[src/rtl/ps2_host_tx_pkg.sv]
// Shared PS/2 frame definitions: FSM state encoding, frame constants and parity.
package ps2_host_tx_pkg;
  typedef enum logic [2:0] {
    ST_IDLE, ST_INHIBIT, ST_RTS, ST_SHIFT, ST_ACK, ST_WAITREL
  } state_e;

  localparam int PS2_NBITS    = 11;
  localparam int PS2_STOP_IDX = 10;

  function automatic logic odd_par(input logic [7:0] d);
    return ~^d;
  endfunction
endpackage

[src/rtl/ps2_host_tx_line_filter.sv]
// 2-FF synchroniser, FILT_LEN-sample glitch filter and registered falling-edge
// pulse for one PS/2 line.
module ps2_line_filter #(
  parameter int FILT_LEN = 4
) (
  input  logic clk,
  input  logic rst,
  input  logic line_i,
  output logic filt_o,
  output logic fall_o
);
  logic [1:0]          sync_q;
  logic [FILT_LEN-1:0] hist_q;
  logic                filt_q, filt_d, fall_q;

  // Level changes only once FILT_LEN consecutive samples agree.
  always_comb begin
    filt_d = filt_q;
    if (&hist_q)       filt_d = 1'b1;
    else if (~|hist_q) filt_d = 1'b0;
  end

  always_ff @(posedge clk or posedge rst) begin
    if (rst) begin
      sync_q <= '1;
      hist_q <= '1;
      filt_q <= 1'b1;
      fall_q <= 1'b0;
    end else begin
      sync_q <= {sync_q[0], line_i};
      hist_q <= {hist_q[FILT_LEN-2:0], sync_q[1]};
      filt_q <= filt_d;
      fall_q <= filt_q & ~filt_d;
    end
  end

  assign filt_o = filt_q;
  assign fall_o = fall_q;
endmodule

[src/rtl/ps2_host_tx.sv]
// Host-to-device PS/2 transmitter: inhibit, request-to-send, shift out
// data/parity/stop on device clock falls, then collect the device acknowledge.
module ps2_host_tx
  import ps2_host_tx_pkg::*;
#(
  parameter int INHIBIT_CYCLES = 3000,
  parameter int TIMEOUT_CYCLES = 400000,
  parameter int FILT_LEN       = 4
) (
  input  logic       clk,
  input  logic       reset,
  input  logic       kclk_i,
  input  logic       kdat_i,
  output logic       kclk_oe,
  output logic       kdat_oe,
  input  logic [7:0] data,
  input  logic       wr,
  output logic       busy,
  output logic       done,
  output logic       err
);
  localparam int IW = $clog2(INHIBIT_CYCLES + 1);
  localparam int TW = $clog2(TIMEOUT_CYCLES + 1);
  localparam logic [IW-1:0] INH_LAST = IW'(INHIBIT_CYCLES - 1);
  localparam logic [TW-1:0] TO_LAST  = TW'(TIMEOUT_CYCLES - 1);
  localparam logic [3:0]    N_STOP   = 4'(PS2_STOP_IDX - 1);

  state_e               state_q;
  logic [IW-1:0]        inh_q;
  logic [TW-1:0]        to_q;
  logic [3:0]           n_q;
  logic [PS2_NBITS-3:0] sh_q;
  logic [1:0]           kdat_sync_q;
  logic                 ack_ok_q, kclk_oe_q, kdat_oe_q, busy_q, done_q, err_q;
  logic                 kclk_filt, kclk_fall, kdat_s;

  ps2_line_filter #(.FILT_LEN(FILT_LEN)) u_kclk_filt (
    .clk    (clk),
    .rst    (reset),
    .line_i (kclk_i),
    .filt_o (kclk_filt),
    .fall_o (kclk_fall)
  );

  assign kdat_s = kdat_sync_q[1];

  always_ff @(posedge clk or posedge reset) begin
    if (reset) begin
      state_q     <= ST_IDLE;
      inh_q       <= '0;
      to_q        <= '0;
      n_q         <= '0;
      sh_q        <= '0;
      kdat_sync_q <= '1;
      ack_ok_q    <= 1'b0;
      kclk_oe_q   <= 1'b0;
      kdat_oe_q   <= 1'b0;
      busy_q      <= 1'b0;
      done_q      <= 1'b0;
      err_q       <= 1'b0;
    end else begin
      kdat_sync_q <= {kdat_sync_q[0], kdat_i};
      done_q      <= 1'b0;
      if (state_q inside {ST_RTS, ST_SHIFT, ST_ACK, ST_WAITREL}) to_q <= to_q + 1'b1;
      case (state_q)
        ST_IDLE: if (wr) begin
          sh_q      <= {odd_par(data), data};
          busy_q    <= 1'b1;
          err_q     <= 1'b0;
          kclk_oe_q <= 1'b1;
          kdat_oe_q <= (INHIBIT_CYCLES == 1);
          inh_q     <= '0;
          state_q   <= ST_INHIBIT;
        end
        ST_INHIBIT: begin
          inh_q <= inh_q + 1'b1;
          // Start bit goes down in the final inhibit cycle, the only overlap.
          if (inh_q + 1'b1 == INH_LAST) kdat_oe_q <= 1'b1;
          if (inh_q == INH_LAST) begin
            kclk_oe_q <= 1'b0;
            to_q      <= '0;
            n_q       <= '0;
            state_q   <= ST_RTS;
          end
        end
        default: begin
          if (to_q == TO_LAST) begin
            kclk_oe_q <= 1'b0;
            kdat_oe_q <= 1'b0;
            done_q    <= 1'b1;
            err_q     <= 1'b1;
            busy_q    <= 1'b0;
            state_q   <= ST_IDLE;
          end else begin
            case (state_q)
              ST_RTS, ST_SHIFT: if (kclk_fall) begin
                n_q <= (n_q == 4'hF) ? n_q : n_q + 4'd1;
                if (n_q == N_STOP) begin
                  kdat_oe_q <= 1'b0;
                  state_q   <= ST_ACK;
                end else begin
                  kdat_oe_q <= ~sh_q[0];
                  sh_q      <= {1'b1, sh_q[PS2_NBITS-3:1]};
                  state_q   <= ST_SHIFT;
                end
              end
              ST_ACK: if (kclk_fall) begin
                ack_ok_q <= ~kdat_s;
                state_q  <= ST_WAITREL;
              end
              ST_WAITREL: if (kclk_filt && kdat_s) begin
                done_q  <= 1'b1;
                err_q   <= ~ack_ok_q;
                busy_q  <= 1'b0;
                state_q <= ST_IDLE;
              end
              default: state_q <= ST_IDLE;
            endcase
          end
        end
      endcase
    end
  end

  assign kclk_oe = kclk_oe_q;
  assign kdat_oe = kdat_oe_q;
  assign busy    = busy_q;
  assign done    = done_q;
  assign err     = err_q;
endmodule

[config.mk]
export PLATFORM = sky130hd
export DESIGN_NAME = ps2_host_tx
export DESIGN_NICKNAME = d
export VERILOG_FILES = /design/src/rtl/ps2_host_tx_pkg.sv /design/src/rtl/ps2_host_tx_line_filter.sv /design/src/rtl/ps2_host_tx.sv
export SDC_FILE = /design/constraint.sdc
export NUM_CORES = 1
export LEC_CHECK = 0
export CORE_MARGIN = 2
export CORE_UTILIZATION = 55
export DETAILED_ROUTE_END_ITERATION = 6
export GPL_TIMING_DRIVEN = 0
export PLACE_DENSITY = 0.7
export SYNTH_ARGS = -nofsm -noshare
export SYNTH_HDL_FRONTEND = slang
export SYNTH_SLANG_ARGS = --single-unit
[constraint.sdc]
create_clock -name clk -period 3 [get_ports clk]
set_clock_uncertainty 0.2 [all_clocks]
set_input_delay 0.45 -clock clk [delete_from_list [all_inputs] [get_ports clk]]
set_output_delay 0.45 -clock clk [all_outputs]
set_load 0.01 [all_outputs]
==> metrics.md, run 1 <==
| Metric | Value |
|---|---|
| Sequential area share after synthesis | 0.4623 |
| Routed len/inst | 14.90 um |
| HPWL Detailed | 4.580 mm |
| Critical Path, Cell by Cell | ha_1 > nand4_1 > nor3_1 > xor2_1 > a2111o_1 > a211oi_2 |
| Via count | 2539 |
| Avg Inst Size Synth | 10.16 um2 |
| Slew Limit Fails | 0 |
| Clock tree from TritonCTS | yes |
| Initial Utilization | 0.5733 |
| Status | finished, final reports clean |
| Clk_lat worst skew | 0.35 ns |
| IO Count | 18 |
| DR vias/cell | 5.680 |
| Post-synth top cells | dfrtp_1 (54), nor2_1 (37), o21ai_0 (23) |
| Top FF cell, synth | dfrtp_1 |
| CP arrival | 2.38 ns |
| Worst setup EP type | register |
| Yosys warnings | 0 |
| H-Tree Depth | 3 |
| CTS sink count | 63 |
| Die area | 0.006892 mm2 |
| Yosys top cell area share | 0.3934 |
| CP Class | reg -> reg |
| Max-cap violation count | 0 |
| Min Tclk post-route | 2.322 ns |
| Reg2reg start | inh_q[0] |
| Max rail drop VDD | 0.2820 mV |
| Min-delay src | u_kclk_filt.sync_q[1] |
| Clock slew at reported path FFs | 0.07 ns |
| # hold bufs at CTS | 0 |
| RSZ-0062 raised after global routing | no |
| Async S/R FF share, synth | 1.000 |
| Clock Path Buffers | 2 |
| Synth cell types | 57 |
| Overflow after GRT | 0 |
| Final hold violation count | 0 |
| Die X | 83.02 um |
| Pwr/cell area | 425.6 mW/mm2 |
| Filler cells | 465 |
| Setup crit start kind | register |
| PnR worst setup slack | 0.6776 ns |
| Vias in the first global route | 2479 |
| Setup crit start | inh_q[0] |
| RD Place Congestion | 0.7757 |
| Max stage delay cell, worst path | a2111o_1 |
| Post-DP Area | 0.003719 mm2 |
| Largest net degree at the start of global routing | 41 |
| Number of flops mapped to enable cells by yosys | 0 |
| Routed wire length | 6.659 mm |
| TritonCTS Buffers | 9 |
| PortBufs | 17 |
| CP Max Fanout | 6 |
| CP Data Required Time | 3.06 ns |
| Rows | 28 |
| Fin area | 0.003900 mm2 |
| First-pass GRT wire length | 11.74 mm |
| Share of layout cells above drive strength 1 | 0.1774 |
| Ant diodes | 0 |
| Syn nets | 356 |
| Post-Syn Area | 0.003435 mm2 |
| Period utilization | 0.7741 |
| Top-count cell post-synth | dfrtp_1 |
| Pre-antenna DRT Iters | 4 |
| DR iter-0 viols | 188 |
| Worst slack, placed | 0.6580 ns |
| Crit-path max cell delay | 0.44 ns |
| Static Leak | 1.672 nW |
| Worst-Margin Slew | 0.5244 ns |
| Slew headroom | 0.6499 |
| Total core area | 0.005991 mm2 |
| Worst Hold Class | reg -> reg |
| Synth Register Bits | 63 |
| Post-CTS setup buffers | 0 |
| Fmax achieved | 430.6 MHz |
| DRC violations left | 0 |
| Leading post-synthesis cells by cell area | dfrtp_1 (39%), dfstp_2 (6.9%), mux2_2 (5.6%) |
| Chip height | 83.02 um |
| Leading area contributor after synthesis | dfrtp_1 |
| All-Layer GR Usage | 0.2123 |
| Mapped Cells | 338 |
| Root buffer cell | clkbuf_8 |
| Initial antenna violation count | 0 |
| Power Total | 1.660 mW |
| Synth-to-layout area growth | 13.55% |
| Final setup violation count | 0 |
| Gates resized, CTS repair | 0 |
| Layout net count | 385 |
| Antenna viol nets, final | 0 |
[registers in the layout, indices dropped and copies added, names as in the netlist, 2 cells and up]
register and count:
to_q 19, inh_q 12, sh_q 9, n_q 4, u_kclk_filt.hist_q 4, state_q 3, kdat_sync_q 2, u_kclk_filt.sync_q 2
[cells by family after synthesis]
| group | after synthesis | synth area share |
|---|---|---|
| adder cells (fa/ha/maj) | 5 | 0.01821 |
| flip-flops | 63 | 0.4623 |
| AO/OA/AOI/OAI | 69 | 0.1352 |
| buffers and inverters | 26 | 0.03497 |
| multiplexers | 21 | 0.06739 |
| AND/OR/NAND/NOR | 127 | 0.2077 |
| XOR/XNOR | 27 | 0.07432 |
[where the power goes]
part / internal, mW / total [mW] / switching (mW) / leakage [nW]
logic: 0.0500 / 0.0933 / 0.0434 / 0.822
registers: 0.873 / 0.887 / 0.0147 / 0.768
clock network: 0.307 / 0.679 / 0.372 / 0.0824
total: 1.23 / 1.66 / 0.430 / 1.67
[stage by stage]
step           utilization  hold WS [ns]  TNS, ns  std cells
6_report            0.6510        0.1569        0        447
5_1_grt             0.6510        0.1668        0        447
4_1_cts             0.6510        0.1587        0        447
3_5_place_dp        0.6207        0.1469        0        431
3_3_place_gp        0.6174        0.1457   -16.81        430
2_1_floorplan            -        0.1452        0        338
[cell usage in the layout, fill, tap and decap left out, drive strengths merged, types with 13 or more instances in the layout]
master | Yosys | final
clkbuf | 4 | 13
clkdlybuf4s50 | 0 | 17
dfrtp | 54 | 54
inv | 13 | 15
mux2 | 17 | 17
nand2 | 20 | 20
nand3 | 15 | 15
nor2 | 38 | 38
o21ai | 23 | 23
xnor2 | 15 | 15
[routing by layer]
| layer | track usage | share of wire | vias up |
|---|---|---|---|
| met5 | 0 | 0 | - |
| met4 | 0.08942 | 0.012 | 0 |
| met3 | 0.03777 | 0.046 | 5 |
| met2 | 0.3372 | 0.47 | 56 |
| met1 | 0.2874 | 0.47 | 1207 |
| li1 | - | - | 1271 |
[final timing paths]
kind / slack (ns) / cells past startpoint / end
worst max-delay path: 0.68 / 6 / kdat_oe
worst min-delay path: 0.16 / 0 / u_kclk_filt.hist_q[0]
worst max register to register: 0.68 / 6 / kdat_oe
worst min register to register: 0.16 / 0 / u_kclk_filt.hist_q[0]
max in group asynchronous: 1.70 / 3 / kdat_sync_q[1]
min in group asynchronous: 0.26 / 2 / to_q[3]
[layout make-up]
class | instances | area, um2 | share of cell area
plain buffers | 13 | 71.32 | 0.01829
clock buffers | 9 | 123.9 | 0.03176
clock inverters | 7 | 57.56 | 0.01476
inverters | 13 | 48.80 | 0.01251
multi-input cells | 249 | 1727 | 0.4427
flip-flops and latches | 63 | 1588 | 0.4071
well taps | 75 | 93.84 | 0.02406
repair buffers | 18 | 190.2 | 0.04876
[worst max-delay path: cells and delay by family, from the launching register on]
family | cells | cell delay [ns]
flip-flops | 1 | 0.43
AND/OR/NAND/NOR | 2 | 0.56
AO/OA/AOI/OAI | 2 | 0.62
adder cells (fa/ha/maj) | 1 | 0.30
XOR/XNOR | 1 | 0.13
Note: power is estimated with default switching activity, not from simulation.
==> inputs of run 2 (changes only) <==
--- a/config.mk
+++ b/config.mk
@@ -6,10 +6,10 @@
 export NUM_CORES = 1
 export LEC_CHECK = 0
 export CORE_MARGIN = 2
-export CORE_UTILIZATION = 55
+export CORE_UTILIZATION = 54
 export DETAILED_ROUTE_END_ITERATION = 6
 export GPL_TIMING_DRIVEN = 0
-export PLACE_DENSITY = 0.7
+export PLACE_DENSITY = 0.72
 export SYNTH_ARGS = -nofsm -noshare
 export SYNTH_HDL_FRONTEND = slang
 export SYNTH_SLANG_ARGS = --single-unit
==> constraint.sdc (replaced) <==
create_clock -name clk -period 2.05 [get_ports clk]
set_clock_uncertainty 0.2 [all_clocks]
set_input_delay 0.3075 -clock clk [delete_from_list [all_inputs] [get_ports clk]]
set_output_delay 0.3075 -clock clk [all_outputs]
set_load 0.01 [all_outputs]
==> run 2 against run 1 <==
  * The flow now finishes with violations (negative setup slack)
  * Sequential share of layout area is 3.0 points lower
  * Die area is 1.8% higher
  * Register-to-register slack got worse by 0.71 ns
  * Critical path type unchanged
  * Critical endpoint is now sh_q[6]
  * Largest cell class unchanged
  * Largest power group unchanged
  * Highest routed layer unchanged
==> metrics.md, run 2 (synthesis gave the netlist of run 1 again) <==
| Metric | Value |
|---|---|
| HPWL Detailed | 4.606 mm |
| RSZ-0062 raised after global routing | yes |
| Die X | 83.75 um |
| CP Data Required Time | 2.08 ns |
| Ant diodes | 0 |
| Fmax achieved | 480.4 MHz |
| DR vias/cell | 5.861 |
| Crit-path max cell delay | 0.37 ns |
| Worst-Margin Slew | 0.5475 ns |
| Worst setup EP type | register |
| Min Tclk post-route | 2.082 ns |
| Biggest regs | to_q (19), inh_q (12), sh_q (9) |
| CP Buf/Inv Count | 2 |
| Static Leak | 1.806 nW |
| Slew Limit Fails | 0 |
| Reg with most FFs | to_q |
| Pwr/cell area | 624.0 mW/mm2 |
| Root buffer cell | clkbuf_8 |
| Chip height | 83.75 um |
| Initial antenna violation count | 0 |
| TritonCTS Buffers | 9 |
| CP Max Fanout | 6 |
| Filler cells | 506 |
| Clock tree from TritonCTS | yes |
| Failing checks | negative setup slack |
| Synth-to-layout area growth | 22.95% |
| Clk_lat worst skew | 0.35 ns |
| Layout net count | 397 |
| Largest net degree at the start of global routing | 64 |
| Final setup violation count | 10 |
| PnR worst setup slack | -0.03175 ns |
| Routed len/inst | 16.23 um |
| Max rail drop VDD | 0.5040 mV |
| Commonest non-fill, non-tap cell in the layout | dfrtp_1 |
| IO Count | 18 |
| Post-placement cell count | 432 |
| Register Area | 0.001592 mm2 |
| Total core area | 0.006241 mm2 |
| Rows | 29 |
| Max-cap violation count | 0 |
| Critical Path, Cell by Cell | buf_6 > nor4b_4 > nand4_1 > nor2_4 > o31ai_4 > buf_6 > mux2_4 |
| Worst Hold Class | in -> async |
| All-Layer GR Usage | 0.2252 |
| Slew headroom | 0.6336 |
| Initial Utilization | 0.5503 |
| Antenna viol nets, final | 0 |
| Pre-antenna DRT Iters | 4 |
| Via count | 2702 |
| CP Class | reg -> reg |
| Met3 global-route usage | 0.04550 |
| Fin area | 0.004223 mm2 |
| Overflow after GRT | 0 |
| Most Crowded Layer GR | met2 |
| Status | complete, but fails checks |
| Max stage delay cell, worst path | dfrtp_1 |
| PortBufs | 17 |
| Max reg flops | 19 |
| Final hold violation count | 0 |
| Vias in the first global route | 2732 |
| Multi-input logic area | 0.001877 mm2 |
| R2r setup slk | -0.03 ns |
| CP dominant cell by count | buf_6 |
| RD Place Congestion | 0.8064 |
| CTS sink count | 63 |
| CP arrival | 2.11 ns |
| Die area | 0.007014 mm2 |
| Most frequent cells in the layout | dfrtp_1 (51), nor2_1 (35), o21ai_0 (22) |
| GR met2 Demand/Resource | 0.3789 |
| Fin cells | 461 |
| Share of layout cells above drive strength 1 | 0.2578 |
| Worst slack, placed | -0.2199 ns |
| Clock Path Buffers | 2 |
| CP delay by family, top | simple AND/OR/NAND/NOR gates |
| Fin util | 0.6766 |
| GR Layer Usage met1 | 0.2831 |
| DRC violations left | 0 |
| Setup crit start kind | register |
| First-pass GRT wire length | 12.54 mm |
| DR iter-0 viols | 118 |
| Post-DP Area | 0.003715 mm2 |
| Routed wire length | 7.483 mm |
| Period utilization | 1.015 |
| H-Tree Depth | 3 |
| Clock slew at reported path FFs | 0.08 ns |
==> run 2: cell count changes in the layout (fill, tap and decap cells not counted), sizes merged <==
| cell | change |
|---|---|
| clkbuf | +3 |
| inv | -3 |
| clkinv | +2 |
| buf | +12 |
| clkinvlp | -2 |
==> run 2: final cells by class <==
class / count / share of cell area
buffer: 13 / 0.02133
clock buffer: 12 / 0.04711
clock inverter: 4 / 0.007407
inverter: 13 / 0.01244
multi-input combinational: 249 / 0.4444
sequential: 63 / 0.3769
tap: 77 / 0.02281
timing repair buffer: 30 / 0.06756
==> run 2: worst paths after layout <==
check,from,end,cells after the start
worst min-delay path,reset,state_q[2],2
worst max register to register,to_q[7],sh_q[6],7
min in group clk,u_kclk_filt.sync_q[1],u_kclk_filt.hist_q[0],0
worst max-delay path,to_q[7],sh_q[6],7
worst min register to register,u_kclk_filt.sync_q[1],u_kclk_filt.hist_q[0],0
max in group asynchronous,reset,to_q[8],3
==> run 2: timing repair <==
item / CTS / global route
resized for setup: 24 / 25
setup buffers: 8 / 3
gates cloned: 0 / 1
endpoints found under the setup margin: 32 / 28
hold buffers: 0 / 0
pin swaps: 8 / 12
==> run 2: routing by layer <==
| metal | wire length [um] | part of all wire |
|---|---|---|
| met5 | 0 | 0 |
| met4 | 181 | 0.024 |
| met3 | 249 | 0.033 |
| met2 | 3724 | 0.50 |
| met1 | 3327 | 0.44 |
==> run 2: per-stage QoR <==
stage	power [mW]	hold slack [ns]	setup TNS, ns
floorplan	1.397	0.1120	0
global placement	1.451	0.1466	-4.740
detailed placement	1.457	0.1473	-5.854
CTS	2.640	0.1548	-0.5716
global route	2.716	0.1542	-1.159
finish	2.635	0.1248	-0.2038
==> run 2: worst reg2reg max path: stages, from the launching register on <==
cell and delay [ns]:
dfrtp_1 0.37, buf_6 0.13, nor4b_4 0.26, nand4_1 0.26
nor2_4 0.20, o31ai_4 0.08, buf_6 0.16, mux2_4 0.29
==> run 2: power by group <==
group	internal, mW	switching, mW	total [mW]
registers	1.28	0.0228	1.30
clock network	0.664	0.528	1.19
logic	0.0772	0.0657	0.143
total	2.02	0.616	2.63
